## src/rtl/armleocpu_div_ctrl_pkg.sv

```systemverilog
// armleocpu_defines: divide op codes, controller state encoding and sign helpers
// shared by the RV32M division controller.
package armleocpu_defines;

    localparam logic [1:0] DIV_OP_DIV  = 2'b00;
    localparam logic [1:0] DIV_OP_DIVU = 2'b01;
    localparam logic [1:0] DIV_OP_REM  = 2'b10;
    localparam logic [1:0] DIV_OP_REMU = 2'b11;

    typedef enum logic [2:0] {ST_IDLE, ST_START, ST_WAIT, ST_RESP, ST_DRAIN} div_state_t;

    function automatic logic op_signed(input logic [1:0] op);
        return (op == DIV_OP_DIV) || (op == DIV_OP_REM);
    endfunction

    function automatic logic op_rem(input logic [1:0] op);
        return (op == DIV_OP_REM) || (op == DIV_OP_REMU);
    endfunction

    function automatic logic [31:0] neg_if(input logic n, input logic [31:0] v);
        return n ? -v : v;
    endfunction

endpackage

```

## src/rtl/armleocpu_unsigned_divider.sv

```systemverilog
// armleocpu_unsigned_divider: 32-bit restoring divider, one quotient bit per cycle;
// ready pulses for one cycle 34 cycles after the fetch cycle.
module armleocpu_unsigned_divider (
    input  logic        clk,
    input  logic        rst_n,
    input  logic        fetch_i,
    input  logic [31:0] dividend_i,
    input  logic [31:0] divisor_i,
    output logic        ready_o,
    output logic [31:0] quotient_o,
    output logic [31:0] remainder_o
);

    logic        busy_q;
    logic [5:0]  cnt_q;
    logic [31:0] quot_q, rem_q, dvs_q;
    logic [32:0] shifted, diff;
    logic        ge;

    assign shifted     = {rem_q, quot_q[31]};
    assign diff        = shifted - {1'b0, dvs_q};
    assign ge          = shifted >= {1'b0, dvs_q};
    assign ready_o     = busy_q && (cnt_q == 6'd33);
    assign quotient_o  = quot_q;
    assign remainder_o = rem_q;

    // Counts 0..31 iterate, 32 is an idle settle cycle, 33 signals ready.
    always_ff @(posedge clk) begin
        if (!rst_n) begin
            busy_q <= 1'b0;
            cnt_q  <= '0;
        end else if (fetch_i) begin
            busy_q <= 1'b1;
            cnt_q  <= '0;
            quot_q <= dividend_i;
            rem_q  <= '0;
            dvs_q  <= divisor_i;
        end else if (busy_q) begin
            cnt_q  <= cnt_q + 6'd1;
            busy_q <= cnt_q != 6'd33;
            if (cnt_q < 6'd32) begin
                rem_q  <= ge ? diff[31:0] : shifted[31:0];
                quot_q <= {quot_q[30:0], ge};
            end
        end
    end

endmodule

```

## src/rtl/armleocpu_div_ctrl.sv

```systemverilog
// armleocpu_div_ctrl: RV32M DIV/DIVU/REM/REMU sequencer around the unsigned divider.
// Define ARMLEOCPU_DIV_RESULT_CACHE_EN to reuse the last divided result (DIV-then-REM pairs).
module armleocpu_div_ctrl
    import armleocpu_defines::*;
#(
    parameter int XLEN = 32
) (
    input  logic            clk,
    input  logic            rst_n,
    input  logic            req_valid,
    output logic            req_ready,
    input  logic [1:0]      req_op,
    input  logic [XLEN-1:0] req_a,
    input  logic [XLEN-1:0] req_b,
    input  logic            kill,
    output logic            rsp_valid,
    input  logic            rsp_ready,
    output logic [XLEN-1:0] rsp_result,
    output logic            rsp_div_by_zero,
    output logic            busy
);

    div_state_t      state_q;
    logic [1:0]      op_q;
    logic [XLEN-1:0] a_q, b_q, rsp_result_q;
    logic            fetch_q, rsp_valid_q, dbz_q;
    logic            sgn, div_ready, hit;
    logic [XLEN-1:0] div_quot, div_rem, q_fix, r_fix, hit_result;

    assign sgn       = op_signed(op_q);
    assign q_fix     = neg_if(sgn && (a_q[XLEN-1] ^ b_q[XLEN-1]), div_quot);
    assign r_fix     = neg_if(sgn && a_q[XLEN-1], div_rem);

    assign req_ready       = state_q == ST_IDLE;
    assign busy            = state_q != ST_IDLE;
    assign rsp_valid       = rsp_valid_q;
    assign rsp_result      = rsp_result_q;
    assign rsp_div_by_zero = dbz_q;

    armleocpu_unsigned_divider u_div (
        .clk         (clk),
        .rst_n       (rst_n),
        .fetch_i     (fetch_q),
        .dividend_i  (neg_if(sgn && a_q[XLEN-1], a_q)),
        .divisor_i   (neg_if(sgn && b_q[XLEN-1], b_q)),
        .ready_o     (div_ready),
        .quotient_o  (div_quot),
        .remainder_o (div_rem)
    );

`ifdef ARMLEOCPU_DIV_RESULT_CACHE_EN
    logic            c_valid_q, c_sgn_q;
    logic [XLEN-1:0] c_a_q, c_b_q, c_quot_q, c_rem_q;

    assign hit        = c_valid_q && (c_a_q == req_a) && (c_b_q == req_b) && (c_sgn_q == op_signed(req_op));
    assign hit_result = op_rem(req_op) ? c_rem_q : c_quot_q;

    always_ff @(posedge clk) begin
        if (!rst_n) begin
            c_valid_q <= 1'b0;
        end else if (kill && (state_q == ST_START || state_q == ST_WAIT)) begin
            c_valid_q <= 1'b0;
        end else if (state_q == ST_WAIT && div_ready) begin
            c_valid_q <= 1'b1;
            c_sgn_q   <= sgn;
            c_a_q     <= a_q;
            c_b_q     <= b_q;
            c_quot_q  <= q_fix;
            c_rem_q   <= r_fix;
        end
    end
`else
    assign hit        = 1'b0;
    assign hit_result = '0;
`endif

    always_ff @(posedge clk) begin
        if (!rst_n) begin
            state_q      <= ST_IDLE;
            fetch_q      <= 1'b0;
            rsp_valid_q  <= 1'b0;
            rsp_result_q <= '0;
            dbz_q        <= 1'b0;
        end else begin
            fetch_q <= 1'b0;
            case (state_q)
                ST_IDLE: if (req_valid && !kill) begin
                    op_q <= req_op;
                    a_q  <= req_a;
                    b_q  <= req_b;
                    if (req_b == '0) begin
                        state_q      <= ST_RESP;
                        rsp_valid_q  <= 1'b1;
                        rsp_result_q <= op_rem(req_op) ? req_a : '1;
                        dbz_q        <= 1'b1;
                    end else if (op_signed(req_op) && req_a == 32'h8000_0000 && req_b == '1) begin
                        state_q      <= ST_RESP;
                        rsp_valid_q  <= 1'b1;
                        rsp_result_q <= op_rem(req_op) ? '0 : 32'h8000_0000;
                        dbz_q        <= 1'b0;
                    end else if (hit) begin
                        state_q      <= ST_RESP;
                        rsp_valid_q  <= 1'b1;
                        rsp_result_q <= hit_result;
                        dbz_q        <= 1'b0;
                    end else begin
                        state_q <= ST_START;
                        fetch_q <= 1'b1;
                    end
                end
                ST_START: state_q <= kill ? ST_DRAIN : ST_WAIT;
                ST_WAIT: if (kill) begin
                    state_q <= div_ready ? ST_IDLE : ST_DRAIN;
                end else if (div_ready) begin
                    state_q      <= ST_RESP;
                    rsp_valid_q  <= 1'b1;
                    rsp_result_q <= op_rem(op_q) ? r_fix : q_fix;
                    dbz_q        <= 1'b0;
                end
                ST_RESP: if (kill || rsp_ready) begin
                    state_q     <= ST_IDLE;
                    rsp_valid_q <= 1'b0;
                end
                ST_DRAIN: if (div_ready) state_q <= ST_IDLE;
                default: state_q <= ST_IDLE;
            endcase
        end
    end

endmodule

```

## config.mk

```make
export PLATFORM = sky130hd
export DESIGN_NAME = armleocpu_div_ctrl
export DESIGN_NICKNAME = d
export VERILOG_FILES = /design/src/rtl/armleocpu_div_ctrl_pkg.sv /design/src/rtl/armleocpu_unsigned_divider.sv /design/src/rtl/armleocpu_div_ctrl.sv
export SDC_FILE = /design/constraint.sdc
export NUM_CORES = 1
export LEC_CHECK = 0
export CORE_MARGIN = 2
export CORE_UTILIZATION = 64
export DETAILED_ROUTE_END_ITERATION = 6
export PLACE_DENSITY = 0.95
export SLEW_MARGIN = 20
export SYNTH_ARGS = -nofsm -noshare
export SYNTH_HDL_FRONTEND = slang
export SYNTH_SLANG_ARGS = --single-unit
export TNS_END_PERCENT = 5
```

## constraint.sdc

```tcl
create_clock -name clk -period 9.85 [get_ports clk]
set_input_delay 0.985 -clock clk [delete_from_list [all_inputs] [get_ports clk]]
set_output_delay 0.985 -clock clk [all_outputs]
set_load 0.1 [all_outputs]
```

### After elaboration in Yosys (flattened, before gate mapping)

Index checks and enable logic that the tools add are counted.

| word-level totals | value |
|---|---|
| logic and storage cells | 119 |
| register bits | 207 |
| output and inout bits | 36 |
| bits of input ports | 71 |

| cells by class | value |
|---|---|
| multiplexer cells | 45 |
| $lt $le $gt $ge | 2 |
| equal/unequal tests | 19 |
| reductions and logical operators | 30 |
| add/subtract/negate cells | 6 |
| bitwise gates (word level) | 4 |

Operators with widths:

| kind | count |
|---|---|
| $mux 32 | 18 |
| $neg 32->32 | 4 |
| $eq 32x32->1 const B | 2 |
| $pmux 32 s2 | 1 |
| $ge 33x32->1 | 1 |
| $logic_not 32->1 | 1 |
| $sub 32x32->32 | 1 |
| $mux 3 | 7 |
| $pmux 3 s5 | 1 |
| $mux 1 | 14 |
| $eq 2x2->1 const B | 4 |
| $ne 2x2->1 const B | 4 |
| $logic_and 1x1->1 | 7 |
| $add 6x1->6 const B | 1 |
| $eq 3x2->1 const B | 2 |
| $eq 6x6->1 const B | 1 |
| $lt 6x6->1 const B | 1 |
| $ne 6x6->1 const B | 1 |
| $reduce_and 3->1 | 2 |
| $reduce_and 6->1 | 1 |
| $reduce_bool 2->1 | 3 |
| $reduce_bool 3->1 | 2 |
| $logic_or 1x1->1 | 5 |
| $reduce_and 5->1 | 1 |
| other kinds (17) | 21 |

### Longest topological paths before layout

| logic depth | value |
|---|---|
| depth in word-level cells | 8 |
| gate-level depth with buffers | 13 |
| depth with buffers taken out | 12 |

### Modules after synthesis

A second synthesis with hierarchy kept.

| second synthesis, totals | value |
|---|---|
| cells, all modules | 1377 |
| area total of the unflattened synthesis | 13331.5 um^2 |

By module, submodules not included:

| module | times used | cells each | area each (um^2) | sequential area each (um^2) |
|---|---|---|---|---|
| armleocpu_div_ctrl | 1 | 805 | 7166.9 | 2742.6 |
| armleocpu_unsigned_divider | 1 | 572 | 6164.7 | 3022.9 |

### Worst setup path before layout

OpenSTA, ideal clock, no wires.

| timing | value |
|---|---|
| kind | input-to-reg |
| from | input rst_n |
| to | register u_div.quot_q[0], in the netlist u_div.quotient_o[0] (enable) |
| data required time | 9266 ps |
| buffers on the path | 1 |
| setup time | 584 ps |
| setup slack | 3369 ps |
| arrival | 5896 ps |
| cell stages on the path | 2 |
| cells stage by stage | clkbuf_1 -> a21boi_0 |

| on the way | value |
|---|---|
| longest elaborated chain between the ends | 1 |

Ends and longest elaborated chain:

| item | line | text |
|---|---|---|
| start, declared | armleocpu_div_ctrl.sv:9 | `input logic rst_n,` |
| $reduce_and 3->1 (no line) | -- |  |
| end signal, assigned | armleocpu_unsigned_divider.sv:35 | `quot_q <= dividend_i;` |
| end signal, assigned | armleocpu_unsigned_divider.sv:43 | `quot_q <= {quot_q[30:0], ge};` |
| end, declared | armleocpu_unsigned_divider.sv:16 | `logic [31:0] quot_q, rem_q, dvs_q;` |

Every way passes these cells.
A chain may end at the register's enable or synchronous reset.

### Worst setup path in the final report

| timing | value |
|---|---|
| from | input req_b[17] |
| to | register rsp_result_q[23], in the netlist rsp_result[23] |

| on the way | value |
|---|---|
| longest elaborated chain between the ends | 4 |
| elaborated cells between the ends (all ways) | 8 |
| classes of those cells | eq/ne: 2; mux: 3; reduce/logical: 3 |

Ends and longest elaborated chain:

| item | line | text |
|---|---|---|
| start, declared | armleocpu_div_ctrl.sv:14 | `input logic [XLEN-1:0] req_b,` |
| $eq 32x32->1 / $logic_not 32->1 (equally long branches) | armleocpu_div_ctrl.sv:96, armleocpu_div_ctrl.sv:91 |  |
| $logic_and 1x1->1 / $mux 32 (equally long branches) | armleocpu_div_ctrl.sv:96, armleocpu_div_ctrl.sv:91 |  |
| $ne 3x1->1 (no line) / $mux 32 (equally long branches) | -- |  |
| $reduce_and 5->1 (no line) / $pmux 32 s2 (equally long branches) | -- |  |
| end signal, assigned | armleocpu_div_ctrl.sv:94 | `rsp_result_q <= op_rem(req_op) ? req_a : '1;` |
| end signal, assigned | armleocpu_div_ctrl.sv:99 | `rsp_result_q <= op_rem(req_op) ? '0 : 32'h8000_0000;` |
| end signal, assigned | armleocpu_div_ctrl.sv:104 | `rsp_result_q <= hit_result;` |
| end, declared | armleocpu_div_ctrl.sv:25 | `logic [XLEN-1:0] a_q, b_q, rsp_result_q;` |

Several ways; a longest one is shown, not always the timed one. The select of a mux whose other input is x is not followed.

==> impl_metrics.ini <==
[routing]
drc = 0
routed_wl_um = 37600
viasPerCell = 6.78
wl_per_cell_um = 22.1
firstDrtPassIters = 6
num_vias = 11561
ant_nets = 0
drtIter0Drc = 1689

[worst_setup_path]
critPathTopFamily = simple AND/OR/NAND/NOR gates
rr_endpoint = u_div.remainder_o[30]
critPathCaptureType = flop
critPathMaxFanout = 65
worstPathArrival_ns = 4.64
slowest_stage = nor2_1
cp_data_required_time_ns = 10.27
start_kind = input pin
r2r_slack_ns = 5.84
crit_type = in2reg
critPathBufInv = 2
crit_chain = clkdlybuf4s50_1, nor4_1, nand4_1, nor2_1, a31o_1, nand3b_1, a2111oi_4, buf_4, o2111ai_1, o211a_1
rr_startpoint = u_div.remainder_o[17]
crit_path_max_incr_delay_ns = 0.70
worstRegToRegCells = 10

[clock_tree]
insertion_delay_ns = 0.54
cts-htree-levels = 1
hold_buffers = 0
clk_path_buf_depth = 3
clock-sinks = 207
clock-root-buffer = clkbuf_16
post_cts_resize_count = 0
cts_tree = built
cts_made_buffers = 23
clk_pin_slew_ns = 0.06
postCtsSetupBuffers = 0

[logic_synthesis]
synth_edf_count = 162
synthCells = 1345
ys.flop_type = edfxtp_1
ys_seq_area_frac = 0.447
yosys_warnings = 0
synth.cell_area_um2 = 12900
ys_types = 76
avgSynthCellArea_um2 = 9.59
async_reset_ff_frac = 0
syn-num-nets = 1455
ys_seq_elements = 207

[pwr]
powerDensity_nw_per_um2 = 176
switching_share = 0.319
clkPwrFrac = 0.346
pwr-share-seq = 0.422
switchingPower_mw = 0.839
ir_drop_mv = 0.270
p_comb_frac = 0.232
internal-power_mw = 1.79
leakagePower_nw = 5.40

[layout]
num_antenna_cells = 0
fin_nets = 1534
layout_commonest_cell = edfxtp_1
synthToLayoutAreaGrowth_pct = 15.6
final_cell_mix = edfxtp_1 (162), nor2_1 (139), a21oi_1 (107)
final_cells = 1706
num-fill-cells = 1280
drive_gt1_frac = 0.0514

[run_status]
status = completed

[sta]
final-max-slew-violation-count = 0
fin_tns_setup_ns = 0
hold_viol_final = 0
period_minus_slack_ns = 4.22
fmax_mhz = 237
rsz0062_at_grt = no
relSlewSlack = 0.280
setup-violations-final = 0
worst_slew_pin_slew_ns = 1.08
finalCritPeriodShare = 0.428
finClkSkew_ns = 0.0173

[place]
io_buffers = 106
post-dp-hpwl_um = 26300
gp_congestion = 0.966
dp.cells = 1663

[floorplan]
die_x_um = 146
io_pins = 107
start_util = 0.657
die_h_um = 146
core-area_um2 = 19700
dieArea_um2 = 21300
rows = 51

[global_route]
grt_usage = 0.346
overflow = 0
antenna_found_initial = 0
grt_pass1_wl_um = 58900
grt_max_degree = 95
first_global_vias = 11071

[min_path]
hold_path_end = rsp_valid
hold_start = rsp_valid
holdCritPathClass = reg2reg
min_path_cells = 2

[job]
maxCapViolCount = 0
how the worst max path moves through the flow:
stage	slack, ns	startpoint	cells past startpoint	endpoint
2_1_floorplan	3.37	rst_n	2	u_div.quotient_o[0]
3_3_place_gp	5.46	req_b[17]	10	rsp_result[23]
3_5_place_dp	5.28	req_b[17]	10	rsp_result[23]
5_1_grt	5.60	req_b[17]	10	rsp_result[23]
6_report	5.63	req_b[17]	10	rsp_result[23]
4_1_cts	5.82	req_b[17]	10	rsp_result[23]
state kept, by name (all words and copies together), names as in the netlist:
register           flops
a_q                   32
b_q                   32
rsp_result            32
u_div.dvs_q           32
u_div.quotient_o      32
u_div.remainder_o     32
u_div.cnt_q            6
state_q                3
op_q                   2
fetch_q                1
rsp_div_by_zero        1
rsp_valid              1
u_div.busy_q           1
through the flow:
stage                     setup slack, ns  hold WS [ns]   util  total power [mW]  area (um2)
after floorplan                      3.37         0.475      -              1.54       12900
after global placement               5.46         0.470  0.718              1.68       14100
after detailed placement             5.28         0.463  0.718              1.70       14100
after CTS                            5.82         0.487  0.758              2.61       14900
after global routing                 5.60         0.521  0.759              2.72       14900
final                                5.63         0.490  0.759              2.63       14900
logic make-up (layout without fill, tap and decap cells):
logic type               Yosys count  count (layout)  share of synthesized area
AO/OA/AOI/OAI                    383             383                      0.191
XOR/XNOR                         146             146                     0.0991
adder cells (fa/ha/maj)           39              39                     0.0384
buffers and inverters            128             224                     0.0426
flip-flops                       207             207                      0.447
multiplexers                      23              23                     0.0180
AND/OR/NAND/NOR                  419             419                      0.164
power groups by stage:
stage / clock network (mW) / logic [mW] / registers, mW
after CTS: 0.913 / 0.593 / 1.10
after detailed placement: 0 / 0.583 / 1.12
final: 0.910 / 0.611 / 1.11
after global placement: 0 / 0.563 / 1.12
after floorplan: 0 / 0.432 / 1.10
after global routing: 0.945 / 0.657 / 1.11
per-layer routing:
metal,GRT usage,up-vias,share of wire
li1,-,5180,-
met1,0.450,5418,0.37
met2,0.573,829,0.47
met3,0.0705,134,0.12
met4,0.132,0,0.042
met5,0,-,0
area by class of cell:
class | count | area, um2 | share of cell area
sequential | 207 | 5770 | 0.386
clock inverter | 16 | 201 | 0.0135
multi-input combinational | 1010 | 6620 | 0.443
tap | 265 | 332 | 0.0222
clock buffer | 26 | 587 | 0.0393
inverter | 62 | 233 | 0.0156
timing repair buffer | 120 | 1190 | 0.0795
cells in the mapped netlist, types with 9 or more instances:
master | number | share of area
a211oi_1 | 14 | 0.0081
a21o_1 | 15 | 0.0087
a21oi_1 | 107 | 0.041
a31oi_1 | 29 | 0.014
clkbuf_1 | 50 | 0.015
dfxtp_1 | 45 | 0.070
edfxtp_1 | 162 | 0.38
ha_1 | 38 | 0.037
inv_1 | 61 | 0.018
mux2i_1 | 21 | 0.016
nand2_1 | 85 | 0.025
nand3_1 | 30 | 0.012
nand4_1 | 21 | 0.010
nor2_1 | 139 | 0.040
nor2b_1 | 12 | 0.0058
nor3_1 | 23 | 0.0089
nor4_1 | 39 | 0.019
o211a_1 | 14 | 0.011
o211ai_1 | 32 | 0.019
o21a_1 | 14 | 0.0081
o21ai_0 | 78 | 0.030
o21ai_1 | 9 | 0.0035
o21bai_1 | 9 | 0.0052
o31ai_1 | 15 | 0.0087
o41ai_1 | 9 | 0.0061
or3_1 | 9 | 0.0044
xnor2_1 | 86 | 0.058
xor2_1 | 60 | 0.041
worst reg2reg max path: stages, from the launching register on:
cell      delay, ns
edfxtp_1       0.57
ha_1           0.53
a21oi_1        0.10
o21ai_0        0.29
a41oi_1        0.11
o21bai_1       0.32
nand2_2        0.13
o211ai_1       0.64
buf_4          0.46
or4bb_1        0.53
o311ai_0       0.10
No activity file was read; power rests on OpenSTA's default activity.
